File: src/rtl/cash_payment_accumulator.sv
// Cash-path accumulator ahead of the ATP controller. It collects validated notes
// against a latched bill and reports either payment (with change) or a refund.
module cash_payment_accumulator #(
    parameter int AMT_W          = 16,
    parameter int TIMEOUT_CYCLES = 1000000,
    parameter int TO_W           = 20
) (
    input  logic             clk,
    input  logic             reset,
    input  logic             i_start,
    input  logic [AMT_W-1:0] i_bill_amount,
    input  logic             i_cancel,
    input  logic             i_note_valid,
    input  logic [2:0]       i_note_denom,
    output logic             o_note_ready,
    output logic             o_note_reject,
    output logic [AMT_W-1:0] o_amount_paid,
    output logic             o_payment_received,
    output logic [AMT_W-1:0] o_change_due,
    output logic             o_refund_valid,
    output logic [AMT_W-1:0] o_refund_amount,
    output logic             o_busy
);

    typedef enum logic [1:0] {
        S_IDLE    = 2'd0,
        S_COLLECT = 2'd1,
        S_DONE    = 2'd2,
        S_REFUND  = 2'd3
    } state_t;

    state_t            r_state;
    logic [AMT_W-1:0]  r_bill;
    logic [TO_W-1:0]   r_to_cnt;

    logic [AMT_W:0]    w_note_val;
    logic              w_note_ok;
    logic [AMT_W:0]    w_sum;
    logic [AMT_W:0]    w_change;
    logic              w_take;
    logic              w_count;
    logic              w_done;
    logic              w_timeout;
    logic [AMT_W-1:0]  w_paid_next;

    always_comb begin
        w_note_val = '0;
        w_note_ok  = 1'b1;
        case (i_note_denom)
            3'd0:    w_note_val = (AMT_W+1)'(10);
            3'd1:    w_note_val = (AMT_W+1)'(20);
            3'd2:    w_note_val = (AMT_W+1)'(50);
            3'd3:    w_note_val = (AMT_W+1)'(100);
            3'd4:    w_note_val = (AMT_W+1)'(200);
            3'd5:    w_note_val = (AMT_W+1)'(500);
            default: w_note_ok  = 1'b0;
        endcase
    end

    // Sum carries one extra bit so an overflowing note is detected, not wrapped.
    assign w_sum       = {1'b0, o_amount_paid} + w_note_val;
    assign w_change    = w_sum - {1'b0, r_bill};
    assign w_take      = i_note_valid && (r_state == S_COLLECT);
    assign w_count     = w_take && w_note_ok && !w_sum[AMT_W];
    assign w_done      = w_count && (w_sum >= {1'b0, r_bill});
    assign w_timeout   = !w_take && (r_to_cnt == TO_W'(TIMEOUT_CYCLES - 1));
    assign w_paid_next = w_count ? w_sum[AMT_W-1:0] : o_amount_paid;

    assign o_note_ready = (r_state == S_COLLECT);

    always_ff @(posedge clk or posedge reset) begin
        if (reset) begin
            r_state            <= S_IDLE;
            r_bill             <= '0;
            r_to_cnt           <= '0;
            o_note_reject      <= 1'b0;
            o_amount_paid      <= '0;
            o_payment_received <= 1'b0;
            o_change_due       <= '0;
            o_refund_valid     <= 1'b0;
            o_refund_amount    <= '0;
            o_busy             <= 1'b0;
        end else begin
            o_note_reject      <= 1'b0;
            o_payment_received <= 1'b0;
            o_refund_valid     <= 1'b0;
            case (r_state)
                S_IDLE: begin
                    if (i_start) begin
                        r_bill          <= i_bill_amount;
                        r_to_cnt        <= '0;
                        o_amount_paid   <= '0;
                        o_change_due    <= '0;
                        o_refund_amount <= '0;
                        o_busy          <= 1'b1;
                        if (i_bill_amount == '0) begin
                            r_state            <= S_DONE;
                            o_payment_received <= 1'b1;
                        end else begin
                            r_state <= S_COLLECT;
                        end
                    end
                end
                S_COLLECT: begin
                    o_amount_paid <= w_paid_next;
                    o_note_reject <= w_take && !w_count;
                    r_to_cnt      <= w_take ? '0 : r_to_cnt + 1'b1;
                    // Completion outranks cancel; cancel outranks timeout.
                    if (w_done) begin
                        r_state            <= S_DONE;
                        o_change_due       <= w_change[AMT_W-1:0];
                        o_payment_received <= 1'b1;
                    end else if (i_cancel || w_timeout) begin
                        r_state         <= S_REFUND;
                        o_refund_amount <= w_paid_next;
                        o_refund_valid  <= 1'b1;
                    end
                end
                S_DONE: begin
                    r_state <= S_IDLE;
                    o_busy  <= 1'b0;
                end
                S_REFUND: begin
                    r_state       <= S_IDLE;
                    o_busy        <= 1'b0;
                    o_amount_paid <= '0;
                end
                default: begin
                    r_state <= S_IDLE;
                    o_busy  <= 1'b0;
                end
            endcase
        end
    end

endmodule

File: config.mk
export PLATFORM = sky130hd
export DESIGN_NAME = cash_payment_accumulator
export DESIGN_NICKNAME = d
export VERILOG_FILES = /design/src/rtl/cash_payment_accumulator.sv
export SDC_FILE = /design/constraint.sdc
export NUM_CORES = 1
export LEC_CHECK = 0
export CORE_ASPECT_RATIO = 1.1
export CORE_MARGIN = 3
export CORE_UTILIZATION = 54
export DETAILED_ROUTE_END_ITERATION = 8
export GPL_TIMING_DRIVEN = 0
export PLACE_DENSITY = 0.87
export RECOVER_POWER = 100
export SYNTH_ARGS = -nofsm -noshare
export SYNTH_HDL_FRONTEND = slang
export SYNTH_SLANG_ARGS = --single-unit
File: constraint.sdc
create_clock -name clk -period 5.51 [get_ports clk]
set_clock_uncertainty 0.05 [all_clocks]
set_input_delay 1.3775 -clock clk [delete_from_list [all_inputs] [get_ports clk]]
set_output_delay 1.3775 -clock clk [all_outputs]
set_load 0.1 [all_outputs]
==> Yosys cells after proc, flatten, opt, wreduce, memory -nomap -nowiden <==
Index checks and enable logic that the tools add are counted.
{ "word_totals": {"reg_bits": 90, "input_bits": 24, "out_inout_bits": 53} }
{ "op_classes": {"add_sub_neg": 3, "order_cmp": 1, "n_eq_ne": 14, "muxes": 28, "n_reduce_logical": 25} }
{ "ops": {"columns": ["cell", "n"], "rows": [
  ["$mux W16", 5],
  ["$pmux W16 S2", 2],
  ["$pmux W9 S6", 1],
  ["$pmux W16 S3", 1],
  ["$mux W20", 2],
  ["$pmux W20 S2", 1],
  ["$add A20 B1 Y20 const B", 1],
  ["$eq A20 B20 Y1 const B", 1],
  ["$add A16 B9 Y17", 1],
  ["$ge A17 B16 Y1", 1],
  ["$logic_not A16 Y1", 1],
  ["$sub A16 B16 Y16", 1],
  ["$reduce_and A2 Y1", 5],
  ["$mux W1", 9],
  ["$mux W2", 4],
  ["$eq A3 B2 Y1 const B", 2],
  ["$eq A3 B3 Y1 const B", 2],
  ["$logic_and A1 B1 Y1", 6],
  ["$pmux W2 S3", 1],
  ["$reduce_or A6 Y1", 1],
  ["$eq A2 B2 Y1 const B", 2],
  ["$ne A2 B1 Y1 const B", 2],
  ["$ne A2 B2 Y1 const B", 2],
  ["$pmux W1 S2", 2],
  ["12 further kinds", 15]
]} }

==> Logic depth before layout (Yosys ltp) <==
Gate-level depths: netlist of the first run.
{ "logic_depth": {"ltp_word": 9, "depth_mapped": 21, "ltp_nobuf": 19} }

==> Least setup slack after synthesis of the first run <==
Ideal clock, no wire load.
{ "synth_timing": {"path_type": "input port to flip-flop", "startpoint": "input port i_note_denom[1]", "endpoint": "register o_refund_amount[10]", "setup_ns": 0.125, "arrival_ns": 5.304, "path_slack_ns": 0.031, "cell_stages": 20, "path_buffers": 3, "path_cell_list": "clkbuf_1 -> nor2_1 -> and2_1 -> a21o_1 -> ha_1 -> nand2_1 -> a2111oi_1 -> o31a_1 -> buf_2 -> nand2_1 -> xnor2_1 -> ha_1 -> a21oi_1 -> o21ai_0 -> a31oi_1 -> a21boi_0 -> o21a_1 -> o21ai_2 -> buf_4 -> mux2_2"} }
{ "synth_between": {"elab_chain_len": 9} }
{ "synth_rtl": {"columns": ["item", "line", "source"], "rows": [
  ["from (decl)", "14", "input logic [2:0] i_note_denom,"],
  ["parallel branches: the longest is 9 deep, another holds $add A16 B9 Y17", null, null],
  ["to (signal assigned)", "115", "o_refund_amount <= w_paid_next;"],
  ["to (decl)", "21", "output logic [AMT_W-1:0] o_refund_amount,"]
]} }
Several ways; the timed one is not identified. The select of a mux whose other input is x is not followed.
A chain may end at the register's enable or synchronous reset.

==> Worst setup path in the final report of the first run <==
{ "layout_timing": {"startpoint": "input port i_note_denom[0]", "endpoint": "register o_refund_amount[8]"} }
Same word-level chain as after synthesis.

==> flow_metrics.tcl, run 1 <==
set metrics [dict create \
    grt_max_degree 57 \
    die-area_um2 11200 \
    mostFrequentLayoutCell "dfrtp_1" \
    antenna_left 0 \
    cts_buffer_depth 2 \
    drive_gt1_share_pct 11.9 \
    crit_chain "dlygate4sd2_1 > nor2_1 > mux2_1 > ha_1 > nand2_1 > a2111oi_4 > o31a_1 > clkbuf_4 > nand2_1 > xnor2_1 > ha_1 > a21oi_1 > o21ai_1 > a31oi_2 > a21boi_1 > o21a_1 > o21ai_4 > buf_8 > mux2_2" \
    required_ns 5.72 \
    hold_class "reg -> reg" \
    worst-slew-pin-transition_ns 1.50 \
    dominantRegCellSynth "dfrtp_1" \
    wl_per_cell_um 18.1 \
    grt_pass1_vias 4682 \
    first_pass_iters 5 \
    leakage_nw 3.13 \
    cts_root_buffer "clkbuf_8" \
    num_rows 37 \
    grt_use_met2_pct 42.5 \
    r2r-start "o_amount_paid[3]" \
    worst_setup_path_start_kind "input pin" \
    synth.avg_cell_area_um2 9.65 \
    power.density_nw_per_um2 606 \
    relSlewSlack_pct -0.586 \
    async_flop_share_pct 100 \
    peakVddDrop_uv 379 \
    hold_viol_final 0 \
    p_sw_share_pct 52.1 \
    drt-initial-drc-count 291 \
    crit_fanout 10 \
    grt.met3_usage_pct 4.49 \
    cp_num_cells 19 \
    dp_hpwl_um 10300 \
    power_mw 3.99 \
    endpoint_kind "register" \
    path_buf_inv 3 \
    reg2reg_depth 16 \
    fin_crit_ns 5.31 \
    groute.usage.overall_pct 25.4 \
    synthCells 557 \
    n_fill_cell 729 \
    arrival_ns 5.52 \
    cts-buffers-inserted 9 \
    yosysSeqAreaShare_pct 41.9 \
    p_switching_mw 2.08 \
    grt_pass1_wl_um 22900 \
    critPathTopFamily "compound AO/OA/AOI/OAI gates" \
    seqPwrFrac_pct 23.5 \
    num_vias 4623 \
    rsz0062_at_grt "no" \
    fp.dieH_um 111 \
    met1_usage_pct 32.6 \
    maxCapViolCount 1 \
    io_buffers 75 \
    clk_pin_slew_worst_paths_ns 0.09 \
    cts_tree "built" \
    critPathCapture "o_refund_amount[8]" \
    syn_area_um2 5370 \
    yosysUniqueCellTypes 61 \
    finalSetupViolations 0 \
    start_util_pct 56.4 \
    internal-power_mw 1.91 \
    startpoint "i_note_denom[0]" \
    max_freq_ghz 0.188 \
    place_ws_ns -0.922 \
    io_pins 77 \
    htree_num_levels 3 \
    violations "capacitance limit, slew limit" \
    syn2layout_area_growth_pct 22.7 \
    synth_edf_count 0 \
    coreArea_um2 9540 \
    synth-seq-cells 90 \
    setup_slack_ns 0.199 \
    combPwrFrac_pct 62.2 \
    fin_crit_sh_pct 96.4 \
    ff2ff_setup_slack_ns 1.31 \
    r2r-end "o_refund_amount[8]" \
    fp.dieW_um 101 \
    cts.sinks 90 \
    antennaDiodeCount 0 \
    final_nets 699 \
    ys_warn_count 0 \
    criticalPathCategory "in -> reg" \
    routed_via_density 6.00 \
    antenna_found_initial 0 \
    gr-max-usage-layer "met2" \
    drv_slew 36 \
    status "finished with violations" \
    synth_nets 608 \
    power_frac_clock_pct 14.3 \
    place.gp.congestion 0.894 \
    clock_latency_ns 0.37 \
    routed_wl_um 14000 \
    crit_path_top_delay_cell "mux2_2" \
    route.detailed.drc 0 \
    overflow 0 \
    max_stage_delay_ns 0.35 \
    final_cell_mix "dfrtp_1, dlygate4sd3_1, nand2_1" \
]
-- cell families (layout without fill, tap and decap cells) --
| family | after synthesis | count (layout) | synth area share [%] |
|---|---|---|---|
| DFF | 90 | 90 | 41.9 |
| buffers and inverters | 55 | 151 | 4.31 |
| and+or+nand+nor | 182 | 182 | 16.3 |
| AOI/OAI and AO/OA | 129 | 129 | 17.4 |
| adders and majority gates | 27 | 27 | 6.57 |
| muxes | 32 | 32 | 6.61 |
| xor gates and xnor gates | 42 | 42 | 6.85 |
-- synthesized netlist by cell type (5+ instances only) --
cell type | number | area, um^2
a21oi_1 | 19 | 95.1
nand2b_1 | 5 | 31.3
mux2_2 | 28 | 315
nand2_1 | 55 | 206
clkbuf_1 | 12 | 45.0
and3_1 | 8 | 50.1
nand3_1 | 27 | 135
o31ai_2 | 8 | 100
inv_1 | 32 | 120
dfrtp_1 | 90 | 2250
nor2_1 | 42 | 158
a22o_1 | 17 | 149
nand4_1 | 8 | 50.1
and2_1 | 9 | 56.3
nor2b_1 | 6 | 37.5
o21ai_0 | 36 | 180
xnor2_1 | 25 | 219
xor2_1 | 17 | 149
a21o_1 | 7 | 52.6
ha_1 | 25 | 313
o31ai_1 | 8 | 60.1
-- power groups by stage --
stage          Clock [mW]  Sequential [mW]  Combinational [mW]
6_report            0.572            0.938                2.48
5_1_grt             0.596            0.961                2.65
4_1_cts             0.571            0.943                2.50
3_5_place_dp            0            0.955                2.45
3_3_place_gp            0            0.941                2.38
2_1_floorplan           0             1.61                1.21
-- worst min path at each step --
stage / cells past startpoint / slack [ns] / startpoint / endpoint
after global routing: 1 / 0.45 / r_to_cnt[19] / r_to_cnt[19]
final: 1 / 0.44 / r_to_cnt[15] / r_to_cnt[15]
after global placement: 1 / 0.42 / o_change_due[14] / o_change_due[14]
after detailed placement: 1 / 0.43 / r_to_cnt[15] / r_to_cnt[15]
after floorplan: 1 / 0.40 / r_to_cnt[19] / r_to_cnt[19]
after CTS: 1 / 0.44 / r_to_cnt[15] / r_to_cnt[15]
-- area by class of cell --
| type | instances | area (um^2) | share of cell area (%) |
|---|---|---|---|
| timing repair buffer | 80 | 779 | 11.8 |
| multi-input combinational | 412 | 2920 | 44.3 |
| inverter | 33 | 125 | 1.90 |
| buffer | 22 | 119 | 1.80 |
| clock inverter | 4 | 97.6 | 1.48 |
| tap | 117 | 146 | 2.22 |
| sequential | 90 | 2250 | 34.1 |
| clock buffer | 12 | 155 | 2.35 |
-- layer usage --
layer	vias to the layer above	share of wire, %
li1	2159	-
met1	2237	41
met2	190	50
met3	37	6.0
met4	0	2.7
met5	-	0
-- flip-flops by register name, indices dropped and copies added (netlist names) --
name	count
o_change_due	16
r_to_cnt	20
o_note_reject	1
o_payment_received	1
o_refund_amount	16
o_busy	1
o_refund_valid	1
r_state	2
r_bill	16
o_amount_paid	16
-- repair_timing --
action	4_1_cts	5_1_grt
gates cloned	0	0
hold buffers	0	0
setup buffers	2	2
endpoints found under the setup margin	36	36
pin swaps	2	4
endpoints found under the hold margin	0	0
resized for setup	8	11
-- per-stage QoR --
step	cell area [um^2]	TNS, ns	std cells	utilization [%]	hold slack [ns]
2_1_floorplan	5370	0	557	-	0.399
3_3_place_gp	6270	-21.24	749	65.8	0.422
3_5_place_dp	6300	-25.31	750	66.1	0.433
6_report	6600	0	770	69.2	0.445
4_1_cts	6600	0	768	69.2	0.444
5_1_grt	6600	0	770	69.2	0.452
Note: power is estimated with default switching activity, not from simulation.
==> run 2, diff against run 1 <==
CELL_PAD_IN_SITES_DETAIL_PLACEMENT = 1   (was default)
CELL_PAD_IN_SITES_GLOBAL_PLACEMENT = 2   (was default)
CORE_UTILIZATION = 35   (was 54)
PLACE_DENSITY = 0.89   (was 0.87)
clock period = 5.4 ns   (was 5.51 ns; I/O delays follow)
==> run 2 against run 1 <==
The run still ends with capacitance limit, slew limit left. Worst setup slack better by 0.051 ns. Final cell count grew 10%. Largest power group unchanged. Worst hold slack got worse by 0.0071 ns. Sequential power rose by 2.7%. First-iteration DRC count down 35%. Die area rose by 51%.
==> flow_metrics.tcl, run 2 (synthesis gave the netlist of run 1 again) <==
set metrics [dict create \
    leakage_nw 3.18 \
    rsz0062_at_grt "no" \
    overflow 0 \
    antenna_left 0 \
    top_layer "met4" \
    power_frac_clock_pct 16.4 \
    finalSetupViolations 0 \
    p_switching_mw 2.21 \
    arrival_ns 5.34 \
    dp_hpwl_um 12300 \
    combPwrFrac_pct 61.0 \
    fp.dieH_um 136 \
    path_buf_inv 3 \
    die-area_um2 16900 \
    r2r-end "o_refund_amount[4]" \
    p_sw_share_pct 51.9 \
    drive_gt1_share_pct 13.9 \
    crit_fanout 8 \
    reg2reg_depth 15 \
    wirelength_met1_um 7040 \
    multiInputGateArea_um2 2950 \
    critPathCapture "o_refund_amount[4]" \
    mostFrequentLayoutCell "dfrtp_1" \
    routed_via_density 5.37 \
    cts_buffer_depth 2 \
    max_stage_delay_ns 0.35 \
    maxCapViolCount 1 \
    routed_wl_um 16200 \
    fp.dieW_um 124 \
    drt-initial-drc-count 190 \
    violations "capacitance limit, slew limit" \
    first_pass_iters 4 \
    tns_ns 0 \
    antennaDiodeCount 0 \
    criticalPathCategory "in -> reg" \
    drv_slew 43 \
    startpoint "i_note_denom[0]" \
    syn2layout_area_growth_pct 26.9 \
    place.gp.congestion 0.864 \
    worst_setup_path_start_kind "input pin" \
    cts_root_buffer "clkbuf_16" \
    route.detailed.drc 0 \
    final_cell_mix "dfrtp_1, dlygate4sd3_1, nand2_1" \
    wl_per_cell_um 19.1 \
    grt_max_degree 50 \
    postLayoutCoreUtil_pct 46.3 \
    cts.sinks 90 \
    endpoint_kind "register" \
    power_mw 4.27 \
    regMostFlops "r_to_cnt" \
    hold_class "reg -> reg" \
    setup_slack_ns 0.250 \
    final_nets 703 \
    num_rows 46 \
    antenna_found_initial 0 \
    crit_path_top_delay_cell "ha_1" \
    largest_register_ffs 20 \
    io_buffers 75 \
    fin_crit_ns 5.15 \
    n_fill_cell 1716 \
    hold_viol_final 0 \
    crit_chain "dlygate4sd2_1 > nor2_2 > mux2_1 > ha_1 > nand2_2 > a2111oi_4 > o31a_1 > buf_4 > nand2_1 > xnor2_2 > ha_2 > a21oi_1 > o21ai_1 > a31oi_2 > a21boi_1 > o21a_1 > o21ai_4 > buf_6 > mux2_2" \
    ff2ff_setup_slack_ns 1.23 \
    cts_tree "built" \
    coreArea_um2 14700 \
    grt_pass1_wl_um 26000 \
    grt_pass1_vias 4912 \
    num_vias 4561 \
    start_util_pct 36.5 \
    worst-slew-pin-transition_ns 1.82 \
    required_ns 5.59 \
    cp_num_cells 19 \
    fin_crit_sh_pct 95.4 \
    clock_latency_ns 0.36 \
    clk_pin_slew_worst_paths_ns 0.07 \
    seqPwrFrac_pct 22.6 \
    met2WireLength_um 8170 \
    cts-buffers-inserted 9 \
    power.density_nw_per_um2 626 \
    htree_num_levels 3 \
    r2r-start "o_amount_paid[3]" \
    groute.usage.overall_pct 20.2 \
    holdBufCountCts 0 \
    internal-power_mw 2.05 \
    placed_area_um2 6400 \
    seq_area_um2 2250 \
    max_freq_ghz 0.194 \
    relSlewSlack_pct -21.9 \
    io_pins 77 \
    place_ws_ns -1.08 \
    final_area_um2 6820 \
    status "finished with violations" \
    critPathTopFamily "compound AO/OA/AOI/OAI gates" \
    dr_wl_met3_um 636 \
    peakVddDrop_uv 230 \
]
run 2: power groups by stage:
stage / clock network [mW] / logic [mW] / registers [mW]
detailed placement: 0 / 2.57 / 0.979
finish: 0.701 / 2.60 / 0.963
global route: 0.751 / 2.79 / 0.987
CTS: 0.720 / 2.64 / 0.968
floorplan: 0 / 1.24 / 1.64
global placement: 0 / 2.49 / 0.966
run 2: worst min-delay path by stage:
| stage | startpoint | end | depth (start not counted) |
|---|---|---|---|
| final | o_change_due[14] | o_change_due[14] | 1 |
| after global routing | o_change_due[14] | o_change_due[14] | 1 |
| after CTS | o_change_due[14] | o_change_due[14] | 1 |
| after detailed placement | o_change_due[14] | o_change_due[14] | 1 |
| after global placement | o_change_due[14] | o_change_due[14] | 1 |
| after floorplan | r_to_cnt[19] | r_to_cnt[19] | 1 |
run 2: layout make-up:
| class | count | area share [%] |
|---|---|---|
| multi-input cells | 412 | 43.2 |
| clock buffers | 10 | 3.50 |
| flip-flops and latches | 90 | 33.0 |
| clock inverters | 6 | 1.32 |
| well taps | 192 | 3.52 |
| inverters | 33 | 1.83 |
| repair buffers | 84 | 11.9 |
| plain buffers | 22 | 1.69 |
run 2: what timing repair did:
item,4_1_cts,5_1_grt
pin swaps,3,5
gates resized for setup,18,8
setup endpoints to repair,36,36
setup buffers,6,1
cloned,1,0
run 2: through the flow:
| step | hold slack, ns | cells |
|---|---|---|
| floorplan | 0.399 | 557 |
| global placement | 0.422 | 824 |
| detailed placement | 0.427 | 825 |
| CTS | 0.446 | 848 |
| global route | 0.469 | 849 |
| finish | 0.438 | 849 |
run 2: per-layer routing:
| layer | track usage, % | vias to the layer above |
|---|---|---|
| li1 | - | 2170 |
| met2 | 34.2 | 89 |
| met4 | 8.03 | 0 |
| met1 | 25.3 | 2281 |
| met5 | 0 | - |
| met3 | 3.70 | 21 |
==> run 3, diff against run 2 <==
SLEW_MARGIN = 40   (was default)
==> run 3 against run 2 <==
Routed wire length decreased by 0.86%. Clock-buffer cell count unchanged. The flow still finishes with violations (capacitance limit, slew limit). Sequential cell count unchanged. Largest cell class unchanged. Sequential power about the same. Total power decreased by 3.5%.
==> flow_metrics.tcl, run 3 (synthesis gave the netlist of run 1 again) <==
set metrics [dict create \
    status "finished with violations" \
    relSlewSlack_pct -22.1 \
    regMostFlops "r_to_cnt" \
    maxCapViolCount 1 \
    max_freq_ghz 0.193 \
    place.gp.congestion 0.864 \
    crit_path_top_delay_cell "o31ai_1" \
    setup_slack_ns 0.223 \
    routed_wl_um 16100 \
    drt-initial-drc-count 200 \
    violations "capacitance limit, slew limit" \
    drv_slew 43 \
    grt_pass1_wl_um 25800 \
    cts_tree "built" \
    postLayoutCoreUtil_pct 43.6 \
    grt_pass1_vias 4846 \
    holdWs_ns 0.443 \
    mostFrequentLayoutCell "dfrtp_1" \
    power.density_nw_per_um2 641 \
    holdBufCountCts 0 \
    htree_num_levels 3 \
    fp.dieW_um 124 \
    overflow 0 \
    crit_chain "dlygate4sd2_1 > and2_0 > a21o_1 > ha_1 > a21oi_2 > o22ai_1 > o31ai_1 > xnor2_1 > ha_2 > a21oi_1 > o21ai_1 > a31oi_1 > a21boi_1 > o21a_1 > o21ai_4 > buf_6 > mux2_2" \
    start_util_pct 36.5 \
    fin_crit_sh_pct 95.9 \
    io_pins 77 \
    place_ws_ns -1.07 \
    arrival_ns 5.36 \
    worst-slew-pin-transition_ns 1.82 \
    finalSetupViolations 0 \
    drive_gt1_share_pct 13.0 \
    max_stage_delay_ns 0.41 \
    coreArea_um2 14700 \
    syn2layout_area_growth_pct 19.5 \
    routed_via_density 5.30 \
    r2r-start "o_amount_paid[3]" \
    startpoint "i_note_denom[0]" \
    antenna_found_initial 0 \
    die-area_um2 16900 \
    groute.usage.overall_pct 19.8 \
    first_pass_iters 4 \
    grt_max_degree 50 \
    num_rows 46 \
    route.detailed.drc 0 \
    power_mw 4.12 \
    worst_setup_path_start_kind "input pin" \
    antenna_left 0 \
    crit_fanout 6 \
    io_buffers 75 \
    antennaDiodeCount 0 \
    final_nets 699 \
    required_ns 5.59 \
    fp.dieH_um 136 \
    holdCritStartpoint "o_change_due[14]" \
    cts_root_buffer "clkbuf_16" \
    cts-buffers-inserted 9 \
    fin_crit_ns 5.18 \
    final_cell_mix "dfrtp_1, clkbuf_1, nand2_1" \
    cts_buffer_depth 2 \
    cts.sinks 90 \
    peakVddDrop_uv 272 \
    clk_pin_slew_worst_paths_ns 0.07 \
    clock_latency_ns 0.35 \
    largest_register_ffs 20 \
    criticalPathCategory "in -> reg" \
    leakage_nw 2.88 \
    endpoint_kind "register" \
    num_vias 4480 \
    hold_viol_final 0 \
    hold_class "reg -> reg" \
    wl_per_cell_um 19.0 \
    dp_hpwl_um 12300 \
]
[run 3: cell count changes in the layout (fill, tap and decap cells not counted), sizes merged]
cell	before	now
clkbuf	27	78
dlygate4sd3	56	3
clkinv	1	4
bufinv	2	1
buf	15	13
clkinvlp	5	3
[run 3: final cells by class]
type / count / area [um^2]
inverter: 33 / 125
fill: 1767 / 8310
timing repair buffer: 80 / 452
tap: 192 / 240
sequential: 90 / 2250
buffer: 22 / 115
multi-input combinational: 412 / 2940
clock inverter: 6 / 67.6
clock buffer: 10 / 229
[run 3: path summary, 6_finish.rpt]
| check | end | slack [ns] | cells past startpoint |
|---|---|---|---|
| max in group asynchronous | r_bill[6] | 1.48 | 3 |
| min | o_change_due[14] | 0.44 | 1 |
| min in group asynchronous | o_busy | 1.86 | 2 |
| max reg2reg | o_refund_amount[4] | 1.27 | 15 |
| min reg2reg | o_change_due[14] | 0.44 | 1 |
| max | o_refund_amount[4] | 0.22 | 17 |
[run 3: repair_timing]
action,4_1_cts,5_1_grt
hold endpoints to repair,0,0
gates cloned,1,0
endpoints found under the setup margin,36,33
pin swaps,4,7
buffers inserted,2,1
gates resized for setup,18,8
[run 3: through the flow]
step | instances | cell area [um^2] | TNS (ns)
2_1_floorplan | 557 | 5380 | 0
3_3_place_gp | 824 | 6370 | -26.93
3_5_place_dp | 825 | 6130 | -30.16
4_1_cts | 844 | 6530 | 0
5_1_grt | 845 | 6420 | -0.00216
6_report | 845 | 6420 | 0
[run 3: where the power goes]
group          internal, mW  switching (mW)  total [mW]
Sequential            0.847           0.118       0.965
Clock                 0.360           0.280       0.640
Combinational         0.699            1.81        2.51
Total                  1.91            2.21        4.12
[run 3: worst max-delay path, delay by kind of cell]
kind                     cells  cell delay, ns
multiplexers                 1            0.34
AO/OA/AOI/OAI               10            2.11
adder cells (fa/ha/maj)      2            0.71
AND/OR/NAND/NOR              1            0.18
buffers and inverters        2            0.45
XOR/XNOR                     1            0.23
[run 3: metal layers]
layer / track usage (%) / vias up / wire length, um
met5: 0 / - / 0
met4: 4.14 / 0 / 146
met3: 4.20 / 12 / 620
met2: 34.4 / 77 / 8190
met1: 25.3 / 2230 / 7090
li1: - / 2161 / -
